$ cat src/rtl/isa_pkg.sv
// isa_pkg: shared ISA types for the pipeline front end.
// Fetch, fetch_buffer and decode all exchange fetch_entry_t.
package isa_pkg;

  typedef logic [31:0] word_t;

  typedef struct packed {
    word_t instr;
    word_t pc;
    word_t pred_pc;
  } fetch_entry_t;

endpackage

$ cat src/rtl/fetch_buffer.sv
// fetch_buffer: in-order instruction queue from fetch to decode.
// Wrap-bit pointers, one-cycle flush, full drives fetch freeze.
module fetch_buffer
  import isa_pkg::*;
#(
  parameter int DEPTH = 4
) (
  input  logic                       CLK,
  input  logic                       nRST,
  input  logic                       flush,
  input  logic                       enq_valid,
  input  word_t                      enq_instr,
  input  word_t                      enq_pc,
  input  word_t                      enq_pred_pc,
  output logic                       enq_ready,
  output logic                       full,
  output logic                       deq_valid,
  input  logic                       deq_ready,
  output word_t                      deq_instr,
  output word_t                      deq_pc,
  output word_t                      deq_pred_pc,
  output logic [$clog2(DEPTH):0]     count
);

  localparam int IW = $clog2(DEPTH);
  localparam int PW = IW + 1;

  logic [PW-1:0] head_q, head_d;
  logic [PW-1:0] tail_q, tail_d;
  fetch_entry_t  mem_q [DEPTH];

  logic         empty;
  logic         enq_fire;
  logic         deq_fire;
  fetch_entry_t head_e;
  fetch_entry_t enq_e;

  assign empty = (head_q == tail_q);
  assign full  = (head_q[IW-1:0] == tail_q[IW-1:0])
              && (head_q[IW] != tail_q[IW]);
  assign count = tail_q - head_q;

  assign enq_ready = !full;
  assign deq_valid = !empty;

  assign enq_fire = enq_valid && enq_ready && !flush;
  assign deq_fire = deq_valid && deq_ready && !flush;

  assign enq_e = '{
    instr:   enq_instr,
    pc:      enq_pc,
    pred_pc: enq_pred_pc
  };

  assign head_e      = mem_q[head_q[IW-1:0]];
  assign deq_instr   = deq_valid ? head_e.instr   : '0;
  assign deq_pc      = deq_valid ? head_e.pc      : '0;
  assign deq_pred_pc = deq_valid ? head_e.pred_pc : '0;

  // Next pointers: flush empties the queue, else advance on fires.
  always_comb begin
    head_d = head_q;
    tail_d = tail_q;
    if (flush) begin
      head_d = '0;
      tail_d = '0;
    end else begin
      if (enq_fire) tail_d = tail_q + PW'(1);
      if (deq_fire) head_d = head_q + PW'(1);
    end
  end

  // Pointer registers with synchronous active-low reset.
  always_ff @(posedge CLK) begin
    if (!nRST) begin
      head_q <= '0;
      tail_q <= '0;
    end else begin
      head_q <= head_d;
      tail_q <= tail_d;
    end
  end

  // Entry storage; contents survive flush and reset.
  always_ff @(posedge CLK) begin
    if (nRST && enq_fire) begin
      mem_q[tail_q[IW-1:0]] <= enq_e;
    end
  end

endmodule

$ cat config.mk
export PLATFORM = sky130hd
export DESIGN_NAME = fetch_buffer
export DESIGN_NICKNAME = d
export VERILOG_FILES = /design/src/rtl/isa_pkg.sv /design/src/rtl/fetch_buffer.sv
export SDC_FILE = /design/constraint.sdc
export NUM_CORES = 1
export LEC_CHECK = 0
export BUFFER_PORTS_ARGS = -buffer_cell sky130_fd_sc_hd__buf_2
export CELL_PAD_IN_SITES_DETAIL_PLACEMENT = 1
export CELL_PAD_IN_SITES_GLOBAL_PLACEMENT = 1
export CORE_MARGIN = 2
export CORE_UTILIZATION = 40
export CTS_CLUSTER_SIZE = 10
export DETAILED_ROUTE_END_ITERATION = 10
export PLACE_DENSITY = 0.77
export SETUP_SLACK_MARGIN = 0.4
export SLEW_MARGIN = 20
export SYNTH_ARGS = -nofsm -noshare
export SYNTH_HDL_FRONTEND = slang
export SYNTH_SLANG_ARGS = --single-unit
$ cat constraint.sdc
create_clock -name CLK -period 3.5 [get_ports CLK]
set_input_delay 0.35 -clock CLK [delete_from_list [all_inputs] [get_ports CLK]]
set_output_delay 0.35 -clock CLK [all_outputs]
set_load 0.01 [all_outputs]
==> reports/qor.yml, run 1 <==
final_nets: 1077
synth_area_leaders: "edfxtp_1 (76%), mux4_2 (14%), nor2b_1 (3.6%), dfxtp_1 (1.1%), nor2b_4 (0.91%)"
vias_per_cell: 5.03
num_io_pins: 203
fin_area_um2: 18800
ys_types: 27
dieArea_um2: 39300
synth_top_cell_by_area: "edfxtp_1"
final-hold-violation-count: 0
antenna_cells: 0
dr.pass1.iters: 4
path_class: "flip-flop to primary output"
grt_setup_unrepaired: "no"
core_area_um2: 37400
grt_overflow: 0
antenna_found_initial: 1
reg2reg_depth: 6
startpoint_type: "flip-flop"
critPathMaxFanout: 25
dpl.hpwl_um: 19800
setup_viol: 0
clock.fmax_mhz: 352
nFillCells: 3402
drc: 0
drv_cap: 0
synth_fp_nets: 779
clk_pin_slew_ns: 0.06
ys_ff_latch: 392
fp-row-count: 71
cts_made_buffers: 45
power_density_nw_per_um2: 521
drv_slew: 0
holdWs_ns: 0.0313
grt_pass1_vias: 8229
min_path_type: "primary input to flip-flop"
relSlewSlack: 0.388
vdd_drop_max_uv: 350
crit_required_ns: 3.15
dpl-instance-area_um2: 16900
preCtsSetupSlack_ns: 0.833
clock_path_buffers: 3
min_period_ns: 2.84
grt_max_degree: 57
fp.dieW_um: 198
placed_cells: 1368
insertion_delay_ns: 0.55
r2r_slack_ns: 0.79
synth_top_area_share: 0.764
cts_tree: "done"
vias: 7495
fin_crit_sh: 0.812
setup_slack_ns: 0.657
tns_ns: 0
yosysWarnings: 0
die_h_um: 198
syn_area_um2: 15100
htreeDepth: 2
drt_iter0_markers: 425
grt_usage: 0.170
postSynthCellCount: 670
initial_utilization: 0.404
place_congestion: 0.748
cts_setup_buffers: 0
r2r-end: "mem_q[0][80]"
io_buffer_count: 202
grt_pass1_wl_um: 49200
status: "finished, final reports clean"
cp-endpoint: "deq_pc[1]"
root_buffer: "clkbuf_16"
route.final.wire_length_um: 32600
seq_area_frac_synth: 0.774
wl_per_cell_um: 21.9
final_layout_size_suffix_gt1_frac: 0.391
worst_pin_slew_ns: 0.917
finalPower_mw: 9.78
worstReg2RegStart: "tail_q[0]"
whs_path_depth: 1
numClockSinks: 392
worstSetupEndpointType: "primary output"
synthToLayoutAreaGrowth_pct: 24.2
finalNonFillerCells: 1491
ant_nets: 0
power.leakage_nw: 6.40
fin_skew_ns: 0.0209
arrival_ns: 2.49
syn_area_per_cell_um2: 22.5
hp-start: "enq_instr[11]"
finish.utilization: 0.502
-- cells by family (layout without fill, tap and decap cells) --
| kind of cell | Yosys count | in the layout | share of synthesized area |
|---|---|---|---|
| DFF | 392 | 392 | 0.774 |
| and+or+nand+nor | 117 | 117 | 0.0520 |
| muxes | 102 | 102 | 0.147 |
| buffers and inverters | 43 | 353 | 0.0152 |
| adders and majority gates | 8 | 8 | 0.00713 |
| AOI/OAI and AO/OA | 5 | 5 | 0.00257 |
| xor gates and xnor gates | 3 | 3 | 0.00174 |
-- cells in the final DEF, fill, tap and decap left out, types with 2 or more instances in the layout --
cell type      instances
clkbuf_1               9
dfxtp_1                6
inv_1                 10
edfxtp_1             384
o211ai_1               2
mux2i_1                6
clkbuf_16             47
nand2b_1               2
mux4_2                96
buf_2                202
nor2b_1               87
dfxtp_4                2
and3_4                 4
xnor2_1                2
nand2_1                9
buf_12                10
dlygate4sd3_1         64
nor2b_4               10
buf_4                  7
ha_1                   7
-- registers in the layout (all words and copies together) (netlist names), named ones only --
name and cells:
mem_q 384, head_q 3, tail_q 3
-- timing repair --
action / 4_1_cts / 5_1_grt
endpoints found under the setup margin: 0 / 2
endpoints found under the hold margin: 244 / 1
hold buffers: 63 / 1
gates resized for setup: 0 / 1
-- how the worst min path moves through the flow --
stage,to
floorplan,mem_q[0][0]
global placement,tail_q[0]
detailed placement,tail_q[0]
CTS,mem_q[3][94]
global route,mem_q[3][94]
finish,mem_q[2][75]
-- Yosys cell counts (all sizes together) --
library cell  count
o211ai            2
nand4b            1
mux4             96
xnor2             2
clkbuf           13
nand2             9
edfxtp          384
xor2              1
o211a             1
mux2i             6
buf              20
o21ai             1
inv              10
nor2              2
fa                1
and2              1
o2111ai           1
dfxtp             8
nand4             1
ha                7
nand2b            2
nor2b            97
and3              4
-- where the power goes --
part / switching (mW) / internal [mW]
Combinational: 0.207 / 0.192
Clock: 1.68 / 2.48
Sequential: 0.0129 / 5.20
Total: 1.90 / 7.88
-- per-layer routing --
metal	vias up	global-route usage	wire length, µm
met1	3899	0.217	13600
met4	2	0.0610	770
met3	59	0.0344	1730
met2	228	0.291	16600
met5	-	0	11
li1	3307	-	-
-- critical path, cell delays in order (launching register included) --
cell and delay (ns):
dfxtp_4 0.73, buf_4 0.34, mux4_2 0.56, nor2b_1 0.15, buf_2 0.15
-- cell type report --
type,instances,area (µm²),area share
inverter,10,37.5,0.00200
sequential,392,11700,0.624
clock buffer,57,1220,0.0652
timing repair buffer,284,1920,0.102
tap,511,639,0.0341
clock inverter,2,38.8,0.00207
multi-input combinational,235,3200,0.171
No activity file was read; power rests on OpenSTA's default activity.
==> run 2, diff against run 1 <==
--- a/config.mk
+++ b/config.mk
@@ -12,7 +12,7 @@
 export CORE_UTILIZATION = 40
 export CTS_CLUSTER_SIZE = 10
 export DETAILED_ROUTE_END_ITERATION = 10
-export PLACE_DENSITY = 0.77
+export PLACE_DENSITY = 0.75
 export SETUP_SLACK_MARGIN = 0.4
 export SLEW_MARGIN = 20
 export SYNTH_ARGS = -nofsm -noshare
==> constraint.sdc (replaced) <==
create_clock -name CLK -period 2.9 [get_ports CLK]
set_input_delay 0.29 -clock CLK [delete_from_list [all_inputs] [get_ports CLK]]
set_output_delay 0.29 -clock CLK [all_outputs]
set_load 0.01 [all_outputs]
==> run 2 against run 1 <==
Compared with the run above:
- core utilization increased by 1.8 points
- non-clock buffer count rose by 43
- sequential power increased by 21%
- critical endpoint is now deq_instr[1]
==> reports/qor.yml, run 2 (same netlist as run 1, synthesis figures left out) <==
worstSetupEndpointType: "primary output"  # unchanged
dieArea_um2: 39300  # unchanged
root_buffer: "clkbuf_16"  # unchanged
grt_max_degree: 69  # was 57
ant_nets: 0  # unchanged
htreeDepth: 2  # unchanged
arrival_ns: 2.13  # was 2.49 ns
power.leakage_nw: 6.70  # was 6.40 nW
power_density_nw_per_um2: 617  # was 521 nW/µm²
die_h_um: 198  # unchanged
clock_path_buffers: 3  # unchanged
fp.dieW_um: 198  # unchanged
final-hold-violation-count: 0  # unchanged
r2r_slack_ns: 0.54  # was 0.79 ns
grtUsageMet2: 0.313  # was 0.291
vias_per_cell: 5.00  # was 5.03
cts_tree: "done"  # unchanged
relSlewSlack: 0.388  # about the same
min_period_ns: 2.42
initial_utilization: 0.404  # unchanged
cpMaxStageDelayCell: "mux4_2"  # was dfxtp_4
numClockSinks: 392  # unchanged
status: "finished, final reports clean"  # unchanged
tns_ns: 0  # unchanged
setup_viol: 0  # unchanged
final_common_cell: "edfxtp_1"  # unchanged
min_path_type: "primary input to flip-flop"  # unchanged
grt_use_met1: 0.235  # was 0.217
synthToLayoutAreaGrowth_pct: 28.7  # was 24.2%
insertion_delay_ns: 0.55  # about the same
num_io_pins: 203  # unchanged
drc: 0  # unchanged
crit_buf_inv: 2  # unchanged
cpLargestDelayFamily: "multiplexers"  # was flip-flops
grt_pass1_wl_um: 52200  # was 49200 µm
grt_use_met3: 0.0399  # was 0.0344
dr.pass1.iters: 4  # unchanged
finalPower_mw: 12.0  # was 9.78 mW
grt_setup_unrepaired: "yes"  # was no
vdd_drop_max_uv: 492  # was 350 µV
drv_cap: 0  # unchanged
preCtsSetupSlack_ns: 0.524  # was 0.833 ns
worst_pin_slew_ns: 0.916  # was 0.917 ns
io_buffer_count: 202  # unchanged
place_congestion: 0.692  # was 0.748
fin_skew_ns: 0.0154  # was 0.0209 ns
top_usage_layer: "met2"  # unchanged
antenna_found_initial: 3  # was 1
dpl-instance-area_um2: 16800  # was 16900 µm²
drv_slew: 0  # unchanged
fin_area_um2: 19400  # was 18800 µm²
critPathMaxFanout: 28  # was 25
route.final.wire_length_um: 35000  # was 32600 µm
grt_pass1_vias: 8541  # was 8229
clock.fmax_mhz: 413
vias: 7693  # was 7495
final_nets: 1121  # was 1077
clk_pin_slew_ns: 0.05  # was 0.06 ns
startpoint_type: "flip-flop"  # unchanged
core_area_um2: 37400  # unchanged
grt_usage: 0.182  # was 0.170
dpl.hpwl_um: 19700  # was 19800 µm
largest_reg_flops: 384  # unchanged
placed_cells: 1367  # was 1368
crit_chain: "buf_16, mux4_2, nor2b_2, buf_2"  # was buf_4, mux4_2, nor2b_1, buf_2
fin_crit_sh: 0.834
max_stage_delay_ns: 0.55  # was 0.73 ns
fp-row-count: 71  # unchanged
crit_required_ns: 2.61  # was 3.15 ns
path_class: "flip-flop to primary output"  # unchanged
drt_iter0_markers: 373  # was 425
grt_overflow: 0  # unchanged
mostFrequentLayoutCells: "edfxtp_1 (384), buf_2 (201), mux4_2 (96), dlygate4sd3_1 (96), nor2b_1 (74)"  # was edfxtp_1 (384), buf_2 (202), mux4_2 (96), nor2b_1 (87), dlygate4sd3_1 (64)
finalNonFillerCells: 1540  # was 1491
cts_made_buffers: 46  # was 45
setup_slack_ns: 0.481  # was 0.657 ns
final_layout_size_suffix_gt1_frac: 0.402  # was 0.391
wl_per_cell_um: 22.7  # was 21.9 µm
## run 2: cell types whose count changed in the layout (fill, tap and decap cells not counted), moves of 2 or more
cell and delta:
buf_4 +2, nor2b_4 +3, nor2b_2 +10, buf_8 +2
buf_6 +2, dlygate4sd3_1 +32, clkinv_1 +2, dfxtp_1 -2
dfxtp_4 +2, clkbuf_1 +2, nor2b_1 -13, clkbuf_16 +2
buf_16 +6
## run 2: routing by layer
layer | up-vias | part of all wire
li1 | 3390 | -
met1 | 4013 | 0.41
met2 | 232 | 0.51
met3 | 54 | 0.060
met4 | 4 | 0.018
met5 | - | 0.00060
## run 2: layout make-up
type / count / area, µm²
clock inverters: 4 / 42.5
diodes: 1 / 2.50
multi-input cells: 235 / 3270
fillers: 3395 / 18000
flip-flops and latches: 392 / 11700
inverters: 10 / 37.5
well taps: 511 / 639
repair buffers: 327 / 2480
clock buffers: 60 / 1270
## run 2: where the power goes
part           internal, mW  switching, mW
sequential             6.28         0.0133
clock                  3.09           2.05
combinational         0.291          0.279
total                  9.66           2.34
## run 2: timing repair
item / CTS / global route
hold buffers: 96 / 0
pin swaps: 2 / 2
setup buffers: 7 / 1
endpoints found under the setup margin: 97 / 56
endpoints found under the hold margin: 384 / 0
resized for setup: 19 / 14
gates cloned: 4 / 0
## run 2: worst paths after layout
check | start | endpoint | cells past startpoint
min reg2reg | tail_q[0] | tail_q[0] | 2
min | enq_valid | tail_q[2] | 3
max | flip-flop | deq_instr[1] | 4
max reg2reg | head_q[1] | mem_q[0][4] | 8
## run 2: stage by stage
| step | hold slack [ns] | util |
|---|---|---|
| after floorplan | 0.389 | - |
| after global placement | 0.502 | 0.450 |
| after detailed placement | 0.508 | 0.450 |
| after CTS | 0.0541 | 0.518 |
| after global routing | 0.0764 | 0.520 |
| final | 0.0802 | 0.520 |
## run 2: worst reg2reg max path: stages, from the launching register on
cell and delay [ns]:
dfxtp_4 0.36, inv_1 0.05, ha_1 0.30, nand2_2 0.10, buf_4 0.11, buf_4 0.11, o211a_1 0.28, and3_4 0.25
buf_12 0.35
==> run 3, diff against run 2 <==
--- a/config.mk
+++ b/config.mk
@@ -12,7 +12,7 @@
 export CORE_UTILIZATION = 40
 export CTS_CLUSTER_SIZE = 10
 export DETAILED_ROUTE_END_ITERATION = 10
-export PLACE_DENSITY = 0.75
+export PLACE_DENSITY = 0.77
 export SETUP_SLACK_MARGIN = 0.4
 export SLEW_MARGIN = 20
 export SYNTH_ARGS = -nofsm -noshare
==> constraint.sdc (replaced) <==
create_clock -name CLK -period 2.1 [get_ports CLK]
set_input_delay 0.21 -clock CLK [delete_from_list [all_inputs] [get_ports CLK]]
set_output_delay 0.21 -clock CLK [all_outputs]
set_load 0.01 [all_outputs]
==> run 3 against run 2 <==
Compared with the run above:
- the flow now finishes with violations (setup timing)
- largest cell class unchanged
- global-route usage is 2.6 points higher
- flip-flop and latch count stayed put
- die area stayed put
- setup slack worse by 0.74 ns
==> reports/qor.yml, run 3 (same netlist as run 1, synthesis figures left out) <==
cpLargestDelayFamily: "buffers and inverters"  # was multiplexers
dpl-instance-area_um2: 17100  # was 16800 µm²
placed_cells: 1375  # was 1367
core_area_um2: 37400  # unchanged
crit_buf_inv: 5  # was 2
dieArea_um2: 39300  # unchanged
finalNonFillerCells: 1663  # was 1540
drc: 0  # unchanged
crit_required_ns: 1.89  # was 2.61 ns
violations: "setup timing"
clk_pin_slew_ns: 0.06  # was 0.05 ns
r2r_slack_ns: -0.12  # was 0.54 ns
power_density_nw_per_um2: 759  # was 617 nW/µm²
status: "finished, violations left"  # was finished, final reports clean
crit_path_start: "head_q[2]"
min_path_type: "primary input to flip-flop"  # unchanged
fin_area_um2: 22200  # was 19400 µm²
numClockSinks: 392  # unchanged
crit_chain: "xor2_4, nor2_4, buf_12, buf_12, buf_12, buf_16, nor2b_1, buf_2"  # was buf_16, mux4_2, nor2b_2, buf_2
vdd_drop_max_uv: 722  # was 492 µV
worstSetupEndpointType: "primary output"  # unchanged
relSlewSlack: 0.727  # was 0.388
tns_ns: -26.31  # was 0 ns
setup_slack_ns: -0.254  # was 0.481 ns
wl_met2_um: 24500  # was 17900 µm
multi_input_area_um2: 3510  # was 3270 µm²
regArea_um2: 11700  # about the same
grt_pass1_vias: 9231  # was 8541
vias: 8546  # was 7693
met3_length_um: 2730  # was 2080 µm
cp-endpoint: "deq_pred_pc[21]"  # was deq_instr[1]
final-hold-violation-count: 0  # unchanged
setup_viol: 310  # was 0
largest_reg_flops: 384  # unchanged
drt_iter0_markers: 504  # was 373
path_class: "flip-flop to primary output"  # unchanged
final_common_cell: "edfxtp_1"  # unchanged
route.final.wire_length_um: 46000  # was 35000 µm
r2r-end: "mem_q[1][27]"  # was mem_q[0][4]
grt_setup_unrepaired: "yes"  # unchanged
ant_nets: 0  # unchanged
cts_made_buffers: 46  # unchanged
initial_utilization: 0.404  # unchanged
grt_pass1_wl_um: 58500  # was 52200 µm
clock.fmax_mhz: 425
vias_per_cell: 5.14  # was 5.00
grt_overflow: 0  # unchanged
power.leakage_nw: 7.86  # was 6.70 nW
dr.pass1.iters: 5  # was 4
arrival_ns: 2.14  # was 2.13 ns
max_stage_delay_ns: 0.45  # was 0.55 ns
worst_pin_slew_ns: 0.408  # was 0.916 ns
fp-row-count: 71  # unchanged
antenna_cells: 0  # was 1
wl_met1_um: 17900  # was 14400 µm
htreeDepth: 2  # unchanged
whs_path_depth: 4  # was 3
highest_layer: "met4"  # was met5
die_h_um: 198  # unchanged
dpl.hpwl_um: 19900  # was 19700 µm
synthToLayoutAreaGrowth_pct: 46.9  # was 28.7%
startpoint_type: "flip-flop"  # unchanged
fp.dieW_um: 198  # unchanged
fin_skew_ns: 0.0244  # was 0.0154 ns
reg2reg_depth: 11  # was 8
nFillCells: 3178  # was 3395
drv_cap: 0  # unchanged
fin_crit_sh: 1.12
drv_slew: 0  # unchanged
num_io_pins: 203  # unchanged
clock_path_buffers: 3  # unchanged
grt_max_degree: 45  # was 69
path_depth: 8  # was 4
worstReg2RegStart: "tail_q[0]"  # was head_q[1]
mostFrequentLayoutCells: "edfxtp_1 (384), buf_2 (164), dlygate4sd3_1 (98), mux4_2 (96), clkbuf_16 (69)"  # was edfxtp_1 (384), buf_2 (201), mux4_2 (96), dlygate4sd3_1 (96), nor2b_1 (74)
cpMaxStageDelayCell: "dfxtp_2"  # was mux4_2
holdWs_ns: 0.0415  # was 0.0802 ns
cts_tree: "done"  # unchanged
grt_usage: 0.208  # was 0.182
place_congestion: 0.719  # was 0.692
critPathMaxFanout: 6  # was 28
final_nets: 1242  # was 1121
insertion_delay_ns: 0.56  # was 0.55 ns
wl_per_cell_um: 27.7  # was 22.7 µm
root_buffer: "clkbuf_16"  # unchanged
io_buffer_count: 202  # unchanged
antenna_found_initial: 0  # was 3
final_layout_size_suffix_gt1_frac: 0.492  # was 0.402
cp_common_cell: "buf_12"
min_period_ns: 2.35
## run 3: changes by cell type in the layout (fill, tap and decap cells not counted), sizes merged, moves of 2 or more
cell,before,now
dlygate4sd3,96,98
clkbuf,60,83
buf,230,327
clkinv,3,5
## run 3: area by class of cell
class | instances | area share
Sequential cell | 392 | 0.528
Timing Repair Buffer | 447 | 0.226
Multi-Input combinational cell | 236 | 0.158
Clock buffer | 61 | 0.0554
Tap cell | 511 | 0.0288
Inverter | 10 | 0.00192
Clock inverter | 6 | 0.00130
## run 3: per-layer routing
metal / up-vias / track usage
li1: 3657 / -
met1: 4524 / 0.249
met2: 309 / 0.362
met3: 56 / 0.0559
met4: 0 / 0.0730
met5: - / 0
## run 3: power by group
part | internal, mW | switching (mW) | total [mW] | leakage [nW]
combinational | 0.633 | 0.507 | 1.14 | 3.71
sequential | 8.66 | 0.0202 | 8.68 | 3.54
clock | 4.03 | 2.98 | 7.01 | 0.610
## run 3: repair_timing
action,4_1_cts,5_1_grt
setup endpoints to repair,479,487
resized for setup,99,92
setup buffers,36,28
gates cloned,26,33
pin swaps,5,1
hold endpoints to repair,386,0
hold buffers,98,0
## run 3: per-stage QoR
| stage | power, mW | setup slack (ns) | util |
|---|---|---|---|
| 4_1_cts | 16.7 | -0.290 | 0.556 |
| 2_1_floorplan | 9.10 | -0.000110 | - |
| 5_1_grt | 17.3 | -0.316 | 0.593 |
| 3_3_place_gp | 9.39 | 0.228 | 0.457 |
| 6_report | 16.8 | -0.254 | 0.593 |
| 3_5_place_dp | 9.43 | 0.193 | 0.457 |
## run 3: tightest hold or removal path, stage by stage
cell and delay [ns]:
buf_2 0.09, inv_1 0.06, o2111ai_1 0.11, mux2i_1 0.08
## run 3: worst min path at each step
stage | start | endpoint | slack (ns)
6_report | flush | tail_q[2] | 0.04
2_1_floorplan | enq_pred_pc[0] | mem_q[0][0] | 0.31
3_3_place_gp | enq_pc[8] | mem_q[1][40] | 0.42
4_1_cts | flush | tail_q[2] | 0.004
5_1_grt | flush | tail_q[2] | 0.04
3_5_place_dp | enq_pc[15] | mem_q[2][47] | 0.43
